==> config.mk <==
export PLATFORM = sky130hd
export DESIGN_NAME = lcd_hd44780_controller
export DESIGN_NICKNAME = d
export VERILOG_FILES = /design/src/rtl/lcd_hd44780_controller.sv
export SDC_FILE = /design/constraint.sdc
export NUM_CORES = 1
export LEC_CHECK = 0
export CAP_MARGIN = 15
export CORE_UTILIZATION = 40
export DETAILED_ROUTE_END_ITERATION = 16
export PLACE_DENSITY = 0.63
export REMOVE_ABC_BUFFERS = 1
export SYNTH_ARGS = -nofsm -noshare
export SYNTH_HDL_FRONTEND = slang
export SYNTH_SLANG_ARGS = --single-unit
export TNS_END_PERCENT = 50
==> constraint.sdc <==
create_clock -name Clock_100MHz -period 3.76 [get_ports Clock_100MHz]
set_clock_uncertainty 0.15 [all_clocks]
set_input_delay 0.376 -clock Clock_100MHz [delete_from_list [all_inputs] [get_ports Clock_100MHz]]
set_output_delay 0.376 -clock Clock_100MHz [all_outputs]
set_load 0.01 [all_outputs]
==> src/rtl/lcd_hd44780_controller.sv <==
// lcd_hd44780_controller: HD44780 4-bit write-only driver with power-on init and on-demand frame redraw.
// Define LCD_AUTO_REFRESH_EN to redraw continuously instead of waiting for Update.
module lcd_hd44780_controller #(
    parameter int CLK_HZ     = 100_000_000,
    parameter int COLS       = 16,
    parameter int ROWS       = 2,
    parameter int POWERUP_US = 15000
) (
    input  logic                   Clock_100MHz,
    input  logic                   Clear,
    input  logic [ROWS*COLS*8-1:0] Text,
    input  logic                   Update,
    output logic                   Ready,
    output logic                   Frame_done,
    output logic [7:4]             LCD_DB,
    output logic                   LCD_E,
    output logic                   LCD_RS,
    output logic                   LCD_RW
);
    function automatic int ns2cyc(longint ns);
        return int'((longint'(CLK_HZ) * ns + 999_999_999) / 1_000_000_000);
    endfunction
    localparam int TSU  = ns2cyc(40);
    localparam int TPW  = ns2cyc(230);
    localparam int THD  = ns2cyc(10);
    localparam int TNIB = ns2cyc(1000);
    localparam int TCMD = ns2cyc(40_000);
    localparam int TCLR = ns2cyc(1_640_000);
    localparam int T41  = ns2cyc(4_100_000);
    localparam int T100 = ns2cyc(100_000);
    localparam int TPWR = ns2cyc(longint'(POWERUP_US) * 1000);
    localparam int TM1  = T41 > TCLR ? T41 : TCLR;
    localparam int TMAX = TPWR > TM1 ? TPWR : TM1;
    localparam int CW   = $clog2(TMAX + 1);
    localparam int TW   = ROWS * COLS * 8;
    typedef enum logic [3:0] {
        PWR_WAIT, INIT8_1, INIT8_2, INIT8_3, INIT4, FUNC_SET, ENTRY_MODE,
        DISP_ON, CLEAR_DISP, IDLE, SET_ADDR, WRITE_CHAR, DONE
    } state_t;
    state_t state_q, state_d, nxt;
    logic [1:0] ph_q, ph_d, row_q, row_d;
    logic [CW-1:0] cnt_q, cnt_d, step_dly;
    logic [5:0] col_q, col_d;
    logic [TW-1:0] buf_q, buf_d;
    logic e_q, e_d, rs_q, rs_d, ready_q, ready_d, done_q, done_d;
    logic [3:0] db_q, db_d, nib;
    logic [7:0] step_byte, chr;
    logic step_rs, step_nib, last_col, last_row, act, hold, upd;
`ifdef LCD_AUTO_REFRESH_EN
    assign upd = 1'b1 | Update;
`else
    assign upd = Update;
`endif
    assign last_col = col_q == 6'(COLS - 1);
    assign last_row = row_q == 2'(ROWS - 1);
    assign chr = 8'(buf_q >> (8 * (ROWS * COLS - 1 - int'(row_q) * COLS - int'(col_q))));
    always_comb begin
        step_byte = 8'h00;
        step_rs = 1'b0;
        step_nib = 1'b0;
        step_dly = CW'(TCMD);
        nxt = IDLE;
        case (state_q)
            PWR_WAIT:   begin step_dly = CW'(TPWR); nxt = INIT8_1; end
            INIT8_1:    begin step_byte = 8'h30; step_nib = 1'b1; step_dly = CW'(T41); nxt = INIT8_2; end
            INIT8_2:    begin step_byte = 8'h30; step_nib = 1'b1; step_dly = CW'(T100); nxt = INIT8_3; end
            INIT8_3:    begin step_byte = 8'h30; step_nib = 1'b1; nxt = INIT4; end
            INIT4:      begin step_byte = 8'h20; step_nib = 1'b1; nxt = FUNC_SET; end
            FUNC_SET:   begin step_byte = ROWS >= 2 ? 8'h28 : 8'h20; nxt = ENTRY_MODE; end
            ENTRY_MODE: begin step_byte = 8'h06; nxt = DISP_ON; end
            DISP_ON:    begin step_byte = 8'h0C; nxt = CLEAR_DISP; end
            CLEAR_DISP: begin step_byte = 8'h01; step_dly = CW'(TCLR); nxt = IDLE; end
            SET_ADDR:   begin
                step_byte = row_q == 2'd0 ? 8'h80 : row_q == 2'd1 ? 8'hC0 : row_q == 2'd2 ? 8'h94 : 8'hD4;
                nxt = WRITE_CHAR;
            end
            WRITE_CHAR: begin
                step_byte = chr;
                step_rs = 1'b1;
                nxt = !last_col ? WRITE_CHAR : last_row ? DONE : SET_ADDR;
            end
            default: ;
        endcase
    end
    // ph: 0 = high nibble window, 1 = low nibble window, 2 = post-command delay
    always_comb begin
        state_d = state_q;
        ph_d = ph_q;
        cnt_d = cnt_q + 1'b1;
        row_d = row_q;
        col_d = col_q;
        buf_d = buf_q;
        if (state_q == IDLE) begin
            cnt_d = '0;
            if (upd) begin
                state_d = SET_ADDR;
                ph_d = 2'd0;
                row_d = '0;
                col_d = '0;
                buf_d = Text;
            end
        end else if (state_q == DONE) begin
            cnt_d = '0;
            state_d = IDLE;
        end else if (ph_q != 2'd2) begin
            if (cnt_q == CW'(TNIB - 1)) begin
                cnt_d = '0;
                ph_d = (ph_q == 2'd0 && !step_nib) ? 2'd1 : 2'd2;
            end
        end else if (cnt_q == step_dly - 1'b1) begin
            cnt_d = '0;
            ph_d = 2'd0;
            state_d = nxt;
            if (state_q == WRITE_CHAR) begin
                col_d = last_col ? '0 : col_q + 1'b1;
                row_d = last_col ? row_q + 1'b1 : row_q;
            end
        end
    end
    always_comb begin
        nib = ph_q == 2'd1 ? step_byte[3:0] : step_byte[7:4];
        act = ph_q != 2'd2 && state_q != IDLE && state_q != DONE;
        hold = act && cnt_q < CW'(TSU + TPW + THD);
        e_d = act && cnt_q >= CW'(TSU) && cnt_q < CW'(TSU + TPW);
        rs_d = hold && step_rs;
        db_d = hold ? nib : 4'h0;
        ready_d = state_d == IDLE;
        done_d = state_q == DONE;
    end
    always_ff @(posedge Clock_100MHz) begin
        if (Clear) begin
            state_q <= PWR_WAIT;
            ph_q <= 2'd2;
            cnt_q <= '0;
            row_q <= '0;
            col_q <= '0;
            buf_q <= '0;
            e_q <= 1'b0;
            rs_q <= 1'b0;
            db_q <= 4'h0;
            ready_q <= 1'b0;
            done_q <= 1'b0;
        end else begin
            state_q <= state_d;
            ph_q <= ph_d;
            cnt_q <= cnt_d;
            row_q <= row_d;
            col_q <= col_d;
            buf_q <= buf_d;
            e_q <= e_d;
            rs_q <= rs_d;
            db_q <= db_d;
            ready_q <= ready_d;
            done_q <= done_d;
        end
    end
    assign Ready = ready_q;
    assign Frame_done = done_q;
    assign LCD_DB = db_q;
    assign LCD_E = e_q;
    assign LCD_RS = rs_q;
    assign LCD_RW = 1'b0;
endmodule

==> impl_summary.txt, run 1 <==
----------------------------------------------------
[Final layout]
  Multi-input combinational cell area ... between 6000 and 7000 um2
  Count of antenna diodes in the layout ... 0
  Final Instance Count excl. Fillers ... 2241
  Final Instance Area ... approximately 17000 um2
  Final net count ... 2047
  Filler cell count in the final layout ... 3071
  Register cell area after layout ... 5993 um2
  Fraction of layout instances using a drive strength above 1 ... 9.561%
  P&R area growth vs syn ... 30.37%

[Min path]
  Worst hold start ... Clear
  Worst hold endpoint ... buf_q[55]
  Path type of the worst min-delay path ... in -> reg
  Min-Delay Path Depth ... 2

[Synthesis]
  Sequential-to-total area share from yosys stat ... between 40 and 50%
  Dominant register cell in the synthesized netlist ... dfxtp_1
  Synthesized area per cell ... approximately 8.5 um2
  Largest cells by area after synthesis ... dfxtp_1 (45%), nand2_1 (15%), mux4_2 (13%)
  Post-synth design cell area ... approximately 13000 um2
  Synth Instances ... 1577
  Flop and latch count out of synthesis ... 299
  Cell type with the largest total area after synthesis ... dfxtp_1
  Count of flip-flops with a built-in enable after synthesis ... 0
  Cell variety after synth ... 65
  Top cell type's share of synthesized area ... 44.67%
  Post-synthesis async set-or-reset flop share ... 0%
  Synth warn ... 0

[Clocking]
  Worst-skew pair later-pin latency ... 0.52 ns
  Root Buffer ... clkbuf_16
  Clock buffer depth ... 3
  Clock transition at path regs ... around 0.060 ns
  CTS sink cnt ... 299
  CTS tree ... yes
  Post-cts hold buffer count ... 0
  CTS Buf Count ... 34
  H-tree lvl count ... 2
  Postcts setup bufs ... 0
  Post-cts repair resize count ... 0

[Floorplanning]
  Chip Height ... 185.0 um
  Boundary pin count ... 268
  Die outline area ... between 30000 and 40000 um2
  Die width ... 185.0 um
  Initial standard-cell utilization of the core ... 40.87%
  Area of the core ... 32780 um2
  # rows ... 66

[Worst setup path]
  CP Data Arrival Time ... 3.29 ns
  Kind of start point of the critical path ... register
  Destination of the worst register-to-register timing path ... Ready
  Startpoint of the worst-slack reg-to-reg timing path ... state_q[3]
  Slowest cell on the critical path ... nor3_4
  Critical path class ... reg -> reg
  Required @ worst endpoint ... approximately 4.1 ns
  Critical path fanouts, max ... 9
  CP Launch Point ... state_q[3]
  Worst reg2reg setup slack ... 0.76 ns
  Crit end category ... register
  R2R cell count ... 10
  CP cell instances ... or2_1 > or2_2 > ha_1 > and3b_1 > o21ai_0 > xnor2_1 > o2111ai_2 > nor3_4 > mux2_2 > nor3b_1
  Delay of the slowest cell on the worst path ... 0.41 ns

[Timing]
  Worst setup slack after layout ... 0.7591 ns
  Number of hold violations in the final report ... 0
  Total setup violations reported at the end of the flow ... 0
  Slew at the pin with the worst max-slew slack ... about 0.76 ns
  Worst Hold Margin ... between 0.2 and 0.25 ns
  Number of pins exceeding their max-slew limit in the final report ... 0
  Maximum clock rate ... 0.3332 GHz
  Setup total negative slack ... 0 ns
  Final period utilization ... 79.81%
  RSZ-0062 raised after global routing ... false
  Worst max-slew margin expressed relative to the limit ... between 40% and 50%
  Time the final worst path needs with I/O delays and setup ... 3.001 ns

[Routing]
  Antenna-violating nets left ... 0
  DRC violation total after the first TritonRoute iteration ... 840
  Number of search-and-repair iterations in the first detailed-routing pass ... 5
  Vias after detailed routing ... 11.71k
  Remaining routing DRC violations ... 0
  Routed wire length ... between 30000 and 40000 um
  Per-cell via count in the routed design ... 5.225
  Per-cell routed wire length ... about 17 um

[Global route]
  Global-route total usage across every layer ... 22.05%
  Pin count of the biggest net entering global routing ... around 160
  Wire length of the first global-routing pass ... 59220 um
  Antenna violations before repair ... 0
  Vias in the first global route ... ~11k
  Total gr overflow ... 0

[Power and ir drop]
  Power per standard cell area ... 397.3 nW/um2
  Leakage Power ... 5.773 nW
  Peak supply drop ... 0.0003161 V

[Placed design]
  Final estimated routing congestion in global placement ... 0.8496
  DPL Wire Length ... around 26000 um
  Number of port buffers ... 266
  Setup slack after placement ... between 0.7 and 0.8 ns
  Dpl cell area ... 16390 um2
  # placed instances ... 2184

[Outcome]
  Outcome ... finished clean

[Run]
  Maxcap violations ... 0

----------------------------------------------------
-- layout make-up --
class | instances | share of cell area (%)
clock buffer | 46 | 5.480
multi-input combinational | 1139 | 39.14
tap | 442 | 3.166
sequential | 299 | 34.31
inverter | 13 | 0.2793
timing repair buffer | 291 | 16.91
clock inverter | 11 | 0.7091
-- kinds of logic (layout without fill, tap and decap cells) --
group	Yosys count	after routing	synth area share, %
buf+inv	139	361	4.389
other cells	1	1	0.02799
fa+ha+maj	10	10	0.9898
mux	89	89	14.14
xor+xnor	25	25	1.634
compound gates	325	325	13.07
simple gates	689	689	21.08
flops	299	299	44.67
-- layer usage --
metal  global-route usage, %  routed length (um)  vias to the layer above
met3                   3.126                2031                       45
met1                   29.71               16680                     5551
met5                       0                   0                        -
met2                   36.95               18330                      340
met4                   5.785                 673                        0
li1                        -                   -                     5773
-- registers in the layout, summed over array words and instances, names as in the netlist --
signal and count:
col_q 6, state_q 4, ph_q 2, Ready 1, LCD_RS 1, LCD_E 1, Frame_done 1, cnt_q 21
LCD_DB 4, row_q 2, buf_q 256
-- worst max-delay path: cells and delay by family (launching register included) --
kind                       cells  cell delay, ns
xor gates and xnor gates       1            0.16
DFF                            1            0.31
and+or+nand+nor                5            1.33
adders and majority gates      1            0.20
AOI/OAI and AO/OA              2            0.38
muxes                          1            0.39
-- stage by stage --
stage | power, W | utilization (%)
3_3_place_gp | 0.003785 | 49.98
4_1_cts | 0.007009 | 53.28
6_report | 0.006940 | 53.28
3_5_place_dp | 0.003787 | 49.98
5_1_grt | 0.007197 | 53.28
2_1_floorplan | 0.003379 | -
-- Yosys cell counts, types with 4 or more instances --
library cell and n:
mux2i_1 7, xor2_1 16, nand3_1 16, o21ai_0 11, clkbuf_1 84, and2_1 4
nor4_1 5, a21oi_1 274, dfxtp_1 299, nand2_1 550, nand4_1 8, buf_1 8
nor3_1 16, buf_2 26, ha_1 9, and3_1 12, inv_1 12, buf_4 7
nor2b_1 6, a31oi_1 5, mux4_2 80, nor2_1 45, xnor2_1 9
-- where the power goes --
part	switching (W)	internal [W]	total, W
logic	0.000222	0.000304	0.000526
clock network	0.00129	0.00193	0.00322
registers	0.0000130	0.00318	0.00319
-- cells in the final DEF, fill, tap and decap left out, types with 4 or more instances in the layout --
cell type,instances
nand4_1,8
a31oi_1,5
clkinv_2,7
nor2_1,45
and2_1,4
clkbuf_8,5
o21ai_0,11
inv_1,12
ha_1,9
xor2_1,16
and3_1,11
a21oi_1,274
xnor2_1,9
dfxtp_1,297
clkbuf_1,7
mux2i_1,7
nor2b_1,6
buf_4,17
clkbuf_16,35
mux4_2,80
nand2_1,549
clkdlybuf4s50_1,265
buf_12,8
nand3_1,16
nor3_1,16
nor4_1,5
-- worst max-delay path by stage --
stage | cells after the start | slack, ns | end
floorplan | 5 | -2.59 | col_q[0]
global placement | 10 | 0.81 | Ready
detailed placement | 10 | 0.77 | Ready
CTS | 10 | 0.75 | Ready
global route | 11 | 0.53 | cnt_q[12]
finish | 10 | 0.76 | Ready
Power figures use the tool's default switching activity.
==> inputs of run 2 (changes only) <==
Settings changed: PLACE_DENSITY 0.63 to 0.65.
Clock period 3.76 ns to 2.6 ns, I/O delays scaled along.
==> run 2 against run 1 <==
  * The run now ends with negative setup slack left
  * Cell count rose by 1.2%
  * Fmax rose by 9.9%
  * Highest routed layer unchanged
  * Utilization rose by 1.2 points
  * Register-to-register slack got worse by 0.89 ns
==> impl_summary.txt, run 2 (same netlist as run 1, synthesis figures left out) <==
----------------------------------------------------
[Global route]
  Vias in the first global route ... 11.43k (+0.88%)
  Antenna violations before repair ... 2 (+2)
  Global-route total usage across every layer ... 22.32% (+0.27 points)
  Pin count of the biggest net entering global routing ... 222 (+43%)
  Wire length of the first global-routing pass ... 60350 um (+1.9%)
  Total gr overflow ... 0 (unchanged)

[Timing]
  Number of pins exceeding their max-slew limit in the final report ... 0 (unchanged)
  RSZ-0062 raised after global routing ... true
  Final period utilization ... 105.0% (+25 points)
  Worst Hold Margin ... 0.1408 ns (-0.09345 ns)
  Total setup violations reported at the end of the flow ... 28 (+28)
  Time the final worst path needs with I/O delays and setup ... 2.731 ns (-0.2701 ns)
  Worst max-slew margin expressed relative to the limit ... 36.34% (-13 points)
  Worst setup slack after layout ... -0.1308 ns (-0.8899 ns)
  Slew at the pin with the worst max-slew slack ... 0.9549 ns (+0.1989 ns)
  Number of hold violations in the final report ... 0 (unchanged)
  Maximum clock rate ... 0.3662 GHz (+9.9%)

[Final layout]
  Most common cell after layout, fill and taps aside ... nand2_1
  Multi-input combinational cell area ... 6890 um2 (+0.77%)
  Register cell area after layout ... 5993 um2 (unchanged)
  Final Util ... 54.45% (+1.2 points)
  P&R area growth vs syn ... 33.22%
  Most frequent cells in the layout ... nand2_1 (549), dfxtp_1 (297), a21oi_1 (274)
  Flip-flop count of the largest register after layout ... 256 (unchanged)
  Most flops, register ... buf_q
  Registers with the highest flip-flop counts ... buf_q x256, cnt_q x21, col_q x6
  Final Instance Count excl. Fillers ... 2269 (+1.2%)
  Fraction of layout instances using a drive strength above 1 ... 11.39% (+1.8 points)
  Final net count ... 2072 (+1.2%)
  Filler cell count in the final layout ... 3000 (-2.3%)

[Clocking]
  CTS Buf Count ... 34 (unchanged)
  Worst-skew pair later-pin latency ... 0.52 ns (about the same)
  Clock transition at path regs ... 0.06 ns (about the same)
  Clock buffer depth ... 3 (unchanged)
  CTS tree ... yes
  Root Buffer ... clkbuf_16
  CTS sink cnt ... 299 (unchanged)
  H-tree lvl count ... 2 (unchanged)

[Routing]
  Per-cell routed wire length ... 16.77 um (-0.36%)
  Antenna-violating nets left ... 0 (unchanged)
  Number of search-and-repair iterations in the first detailed-routing pass ... 5 (unchanged)
  Remaining routing DRC violations ... 0 (unchanged)
  Per-cell via count in the routed design ... 5.190 (-0.66%)
  DRC violation total after the first TritonRoute iteration ... 995 (+18%)
  Routed wire length ... 38050 um (+0.88%)
  Vias after detailed routing ... 11.78k (+0.58%)

[Floorplanning]
  Die width ... 185.0 um (unchanged)
  Chip Height ... 185.0 um (unchanged)
  Die outline area ... 34230 um2 (unchanged)
  # rows ... 66 (unchanged)
  Boundary pin count ... 268 (unchanged)
  Area of the core ... 32780 um2 (unchanged)
  Initial standard-cell utilization of the core ... 40.87% (unchanged)

[Power and ir drop]
  Power per standard cell area ... 571.0 nW/um2 (+44%)
  Peak supply drop ... 0.0003388 V (+7.2%)
  Power after layout ... 0.01019 W (+47%)
  Leakage Power ... 5.946 nW (+3.0%)

[Min path]
  Min-Delay Path Depth ... 3 (+1)
  Path type of the worst min-delay path ... in -> reg

[Worst setup path]
  Critical path fanouts, max ... 4 (-5)
  Critical path class ... reg -> reg
  Crit end category ... register
  R2R cell count ... 9 (-1)
  Kind of start point of the critical path ... register
  Slowest cell on the critical path ... or3_4
  CP cell instances ... or2_1 > or2_4 > ha_4 > xor2_1 > nand4_1 > or3_4 > nor3_4 > mux2_4 > nor3b_2
  Required @ worst endpoint ... 2.88 ns (-1.17 ns)
  Delay of the slowest cell on the worst path ... 0.38 ns (-0.03 ns)
  CP Data Arrival Time ... 3.01 ns (-0.28 ns)

[Run]
  Maxcap violations ... 0 (unchanged)

[Placed design]
  DPL Wire Length ... 27060 um (+2.5%)
  Number of port buffers ... 266 (unchanged)
  # placed instances ... 2205 (+0.96%)
  Final estimated routing congestion in global placement ... 0.9015 (+6.1%)

[Outcome]
  Violated checks ... negative setup slack
  Outcome ... finished with violations

----------------------------------------------------
-- run 2: cell count changes in the layout (fill, tap and decap cells not counted), moves of 2 or more --
cell	before	now
or3_1	3	1
buf_12	8	14
mux2_4	0	2
buf_4	17	33
or3_4	0	2
o21ai_0	11	9
clkinv_2	7	3
clkbuf_8	5	9
clkinv_8	0	2
buf_6	0	2
o21ai_2	0	2
-- run 2: worst paths after layout --
path         startpoint         end  slack, ns
max          state_q[2]       Ready      -0.13
min           Text[105]  buf_q[105]       0.14
max reg2reg  state_q[2]       Ready      -0.13
min reg2reg  buf_q[254]  buf_q[254]       0.30
-- run 2: power by group --
| group | internal, W | switching [W] | total [W] |
|---|---|---|---|
| combinational | 0.000467 | 0.000325 | 0.000792 |
| sequential | 0.00460 | 0.0000207 | 0.00462 |
| clock | 0.00291 | 0.00188 | 0.00478 |
| total | 0.00797 | 0.00222 | 0.0102 |
-- run 2: stage by stage --
| stage | area, um2 | setup WS [ns] | TNS (ns) |
|---|---|---|---|
| after floorplan | 12860 | -3.752 | -936.39 |
| after global placement | 16620 | -0.1809 | -2.457 |
| after detailed placement | 16620 | -0.2441 | -5.382 |
| after CTS | 17820 | -0.09293 | -1.795 |
| after global routing | 17850 | -0.2281 | -6.839 |
| final | 17850 | -0.1308 | -2.280 |
-- run 2: worst max-delay path, delay by kind of cell, from the launching register on --
family	cells	cell delay, ns
flops	1	0.31
xor+xnor	1	0.14
mux	1	0.34
fa+ha+maj	1	0.27
simple gates	6	1.45
-- run 2: repair_timing --
item	4_1_cts	5_1_grt
pin swaps	7	4
gates resized for setup	12	4
hold buffers	1	0
buffers inserted	1	2
endpoints found under the setup margin	36	38
endpoints found under the hold margin	1	0
-- run 2: layer usage --
metal / vias to the layer above / track usage (%) / routed length [um]
met1: 5540 / 31.02 / 16690
met2: 366 / 36.21 / 18210
li1: 5815 / - / -
met3: 56 / 3.362 / 2413
met5: - / 0 / 0
met4: 0 / 5.653 / 728
-- run 2: final cells by class --
class                   instances  area share, %
multi-input cells            1139          38.60
flip-flops and latches        299          33.57
repair buffers                316          18.08
clock buffers                  50          5.670
well taps                     442          3.098
clock inverters                 9         0.6939
inverters                      13         0.2734
diodes                          1        0.01402
==> inputs of run 3 (changes only) <==
--- a/config.mk
+++ b/config.mk
@@ -7,7 +7,9 @@
 export LEC_CHECK = 0
 export CAP_MARGIN = 15
-export CORE_UTILIZATION = 40
+export CELL_PAD_IN_SITES_DETAIL_PLACEMENT = 1
+export CELL_PAD_IN_SITES_GLOBAL_PLACEMENT = 2
+export CORE_UTILIZATION = 28
 export DETAILED_ROUTE_END_ITERATION = 16
-export PLACE_DENSITY = 0.65
+export PLACE_DENSITY = 0.75
 export REMOVE_ABC_BUFFERS = 1
 export SYNTH_ARGS = -nofsm -noshare
--- a/constraint.sdc
+++ b/constraint.sdc
@@ -3,3 +3,3 @@
 set_input_delay 0.26 -clock Clock_100MHz [delete_from_list [all_inputs] [get_ports Clock_100MHz]]
 set_output_delay 0.26 -clock Clock_100MHz [all_outputs]
-set_load 0.01 [all_outputs]
+set_load 0.02 [all_outputs]
==> run 3 against run 2 <==
  * The flow finishes with violations (design-rule violations, negative setup slack)
  * Hold slack worse by 0.029 ns
  * Sequential power about the same
  * Utilization is 16 points lower
  * Fmax fell by 2.7%
  * Power up 0.76%
  * Critical path depth grew 3
  * Design area up 2.0%
  * Flip-flop and latch count stayed put
  * Routed wire length rose by 21%
  * Critical endpoint is now cnt_q[17]
==> impl_summary.txt, run 3 (same netlist as run 1, synthesis figures left out) <==
----------------------------------------------------
[Worst setup path]
  Cell mode on critical path ... buf_4
  Kind of start point of the critical path ... register
  Slowest cell on the critical path ... or3_4
  Delay of the slowest cell on the worst path ... 0.43 ns (+0.05 ns)
  Critical path fanouts, max ... 10 (+6)
  Critical path class ... reg -> reg
  CP cell instances ... or2_1 > or2_4 > ha_4 > xor2_1 > nand4_1 > or3_4 > nor3_4 > buf_4 > nand3b_1 > buf_4 > buf_16 > nor2_1
  CP Data Arrival Time ... 3.08 ns (+0.07 ns)
  Crit end category ... register
  Required @ worst endpoint ... 2.88 ns (about the same)

[Routing]
  Vias after detailed routing ... 11.97k (+1.6%)
  Antenna-violating nets left ... 0 (unchanged)
  Remaining routing DRC violations ... 4 (+4)
  Detail Route met3 WL ... 1871 um (-22%)
  Per-cell via count in the routed design ... 4.886 (-5.9%)
  Met2 Routed Length ... 22190 um (+22%)
  Routed wire length ... 46100 um (+21%)
  Number of search-and-repair iterations in the first detailed-routing pass ... 12 (+7)
  DRC violation total after the first TritonRoute iteration ... 520 (-48%)
  Wire length the detailed router placed on met1 ... 21240 um (+27%)
  DR top layer ... met4
  Per-cell routed wire length ... 18.83 um (+12%)

[Clocking]
  H-tree lvl count ... 2 (unchanged)
  CTS Buf Count ... 36 (+5.9%)
  CTS tree ... yes
  Worst-skew pair later-pin latency ... 0.54 ns (+0.02 ns)
  Root Buffer ... clkbuf_16
  Clock transition at path regs ... 0.06 ns (about the same)
  CTS sink cnt ... 299 (unchanged)
  Clock buffer depth ... 3 (unchanged)

[Outcome]
  Violated checks ... design-rule violations, negative setup slack
  Outcome ... finished with violations

[Timing]
  Worst max-slew margin expressed relative to the limit ... 65.20% (+29 points)
  Final period utilization ... 108.0% (+2.9 points)
  Maximum clock rate ... 0.3562 GHz (-2.7%)
  Time the final worst path needs with I/O delays and setup ... 2.807 ns (+0.07624 ns)
  RSZ-0062 raised after global routing ... true
  Number of pins exceeding their max-slew limit in the final report ... 0 (unchanged)
  Worst Hold Margin ... 0.1117 ns (-0.02901 ns)
  Worst setup slack after layout ... -0.2071 ns (-0.07624 ns)
  Total setup violations reported at the end of the flow ... 35 (+25%)
  Number of hold violations in the final report ... 0 (unchanged)
  Slew at the pin with the worst max-slew slack ... 0.5221 ns (-0.4329 ns)

[Global route]
  Total gr overflow ... 0 (unchanged)
  Vias in the first global route ... 12.57k (+10%)
  Antenna violations before repair ... 0 (-2)
  Wire length of the first global-routing pass ... 71110 um (+18%)
  Global-route total usage across every layer ... 18.91% (-3.4 points)
  Pin count of the biggest net entering global routing ... 97 (-56%)

[Floorplanning]
  # rows ... 79 (+20%)
  Die width ... 220.8 um (+19%)
  Die outline area ... 48730 um2 (+42%)
  Initial standard-cell utilization of the core ... 28.60% (-12 points)
  Chip Height ... 220.8 um (+19%)
  Boundary pin count ... 268 (unchanged)
  Area of the core ... 46850 um2 (+43%)

[Placed design]
  Dpl cell area ... 16920 um2 (+1.8%)
  Setup slack after placement ... -0.2732 ns (-0.02910 ns)
  Number of port buffers ... 266 (unchanged)
  DPL Wire Length ... 33210 um (+23%)
  Final estimated routing congestion in global placement ... 0.8317 (-7.7%)

[Final layout]
  Most flops, register ... buf_q
  P&R area growth vs syn ... 35.91%
  Registers with the highest flip-flop counts ... buf_q x256, cnt_q x21, col_q x6
  Final net count ... 2087 (+0.72%)
  Most common cell after layout, fill and taps aside ... nand2_1
  Final Instance Area ... 18210 um2 (+2.0%)
  Fraction of layout instances using a drive strength above 1 ... 11.94% (+0.55 points)
  Most frequent cells in the layout ... nand2_1 (549), dfxtp_1 (297), a21oi_1 (274)
  Flip-flop count of the largest register after layout ... 256 (unchanged)
  Count of antenna diodes in the layout ... 0 (-1)

[Power and ir drop]
  Net load switching power ... 0.002341 W (+5.4%)
  Pint ... 0.007930 W (-0.54%)
  Combinational fraction of design power ... 7.9% (about the same)
  Register share of total power ... 45.0% (-0.3 points)
  Portion of total power attributed to the clock network ... 47.1% (+0.2 points)
  Leakage Power ... 6.043 nW (+1.6%)
  Power per standard cell area ... 564.0 nW/um2 (-1.2%)
  Peak supply drop ... 0.0003195 V (-5.7%)
  Switching part of the total ... 22.80% (+1.0 points)

[Min path]
  Path type of the worst min-delay path ... in -> reg

[Run]
  Maxcap violations ... 0 (unchanged)

----------------------------------------------------
==> run 3: cell count changes in the layout (fill, tap and decap cells not counted), moves of 2 or more <==
cell / before / now
buf_4: 33 / 42
clkbuf_1: 7 / 13
a41oi_1: 3 / 1
a41oi_2: 0 / 2
buf_6: 2 / 4
==> run 3: final cells by class <==
class | instances | area [um2]
well taps | 607 | 759.5
fillers | 5474 | 28640
multi-input cells | 1139 | 6927
flip-flops and latches | 299 | 5993
clock buffers | 56 | 1046
clock inverters | 6 | 72.57
inverters | 13 | 48.80
repair buffers | 329 | 3364
==> run 3: power by group through the flow <==
| stage | clock network [W] | registers (W) | logic [W] |
|---|---|---|---|
| global placement | 0 | 0.00472 | 0.000798 |
| global route | 0.00516 | 0.00462 | 0.000873 |
| CTS | 0.00498 | 0.00462 | 0.000822 |
| floorplan | 0 | 0.00473 | 0.000154 |
| detailed placement | 0 | 0.00472 | 0.000805 |
| finish | 0.00484 | 0.00462 | 0.000812 |
==> run 3: critical path, delay by kind of cell, from the launching register on <==
kind,cells,cell delay [ns]
buf+inv,3,0.42
simple gates,7,1.39
fa+ha+maj,1,0.27
xor+xnor,1,0.15
flops,1,0.31
==> run 3: what timing repair did <==
action / 4_1_cts / 5_1_grt
resized for setup: 18 / 7
hold endpoints to repair: 8 / 0
hold buffers: 1 / 0
setup endpoints to repair: 35 / 39
gates cloned: 2 / 0
setup buffers: 5 / 1
pin swaps: 7 / 1
==> run 3: stage by stage <==
stage	setup TNS, ns	std cells	total power (W)	util, %
2_1_floorplan	-936.39	1451	0.004887	-
3_3_place_gp	-6.488	2379	0.005515	36.11
3_5_place_dp	-7.895	2379	0.005523	36.11
4_1_cts	-5.933	2449	0.01042	38.83
5_1_grt	-9.819	2449	0.01065	38.87
6_report	-5.604	2449	0.01027	38.87
==> run 3: routing by layer <==
metal | track usage [%] | vias to the layer above
li1 | - | 5847
met1 | 25.29 | 5824
met2 | 31.77 | 236
met3 | 3.038 | 58
met4 | 4.452 | 0
met5 | 0 | -
==> run 3: path summary, 6_finish.rpt <==
| check | from | to | slack, ns | cells past startpoint |
|---|---|---|---|---|
| setup / recovery | state_q[3] | cnt_q[17] | -0.21 | 12 |
| hold / removal | Text[253] | buf_q[253] | 0.11 | 3 |
| setup reg to reg | state_q[3] | cnt_q[17] | -0.21 | 12 |
| hold reg to reg | buf_q[76] | buf_q[76] | 0.30 | 2 |
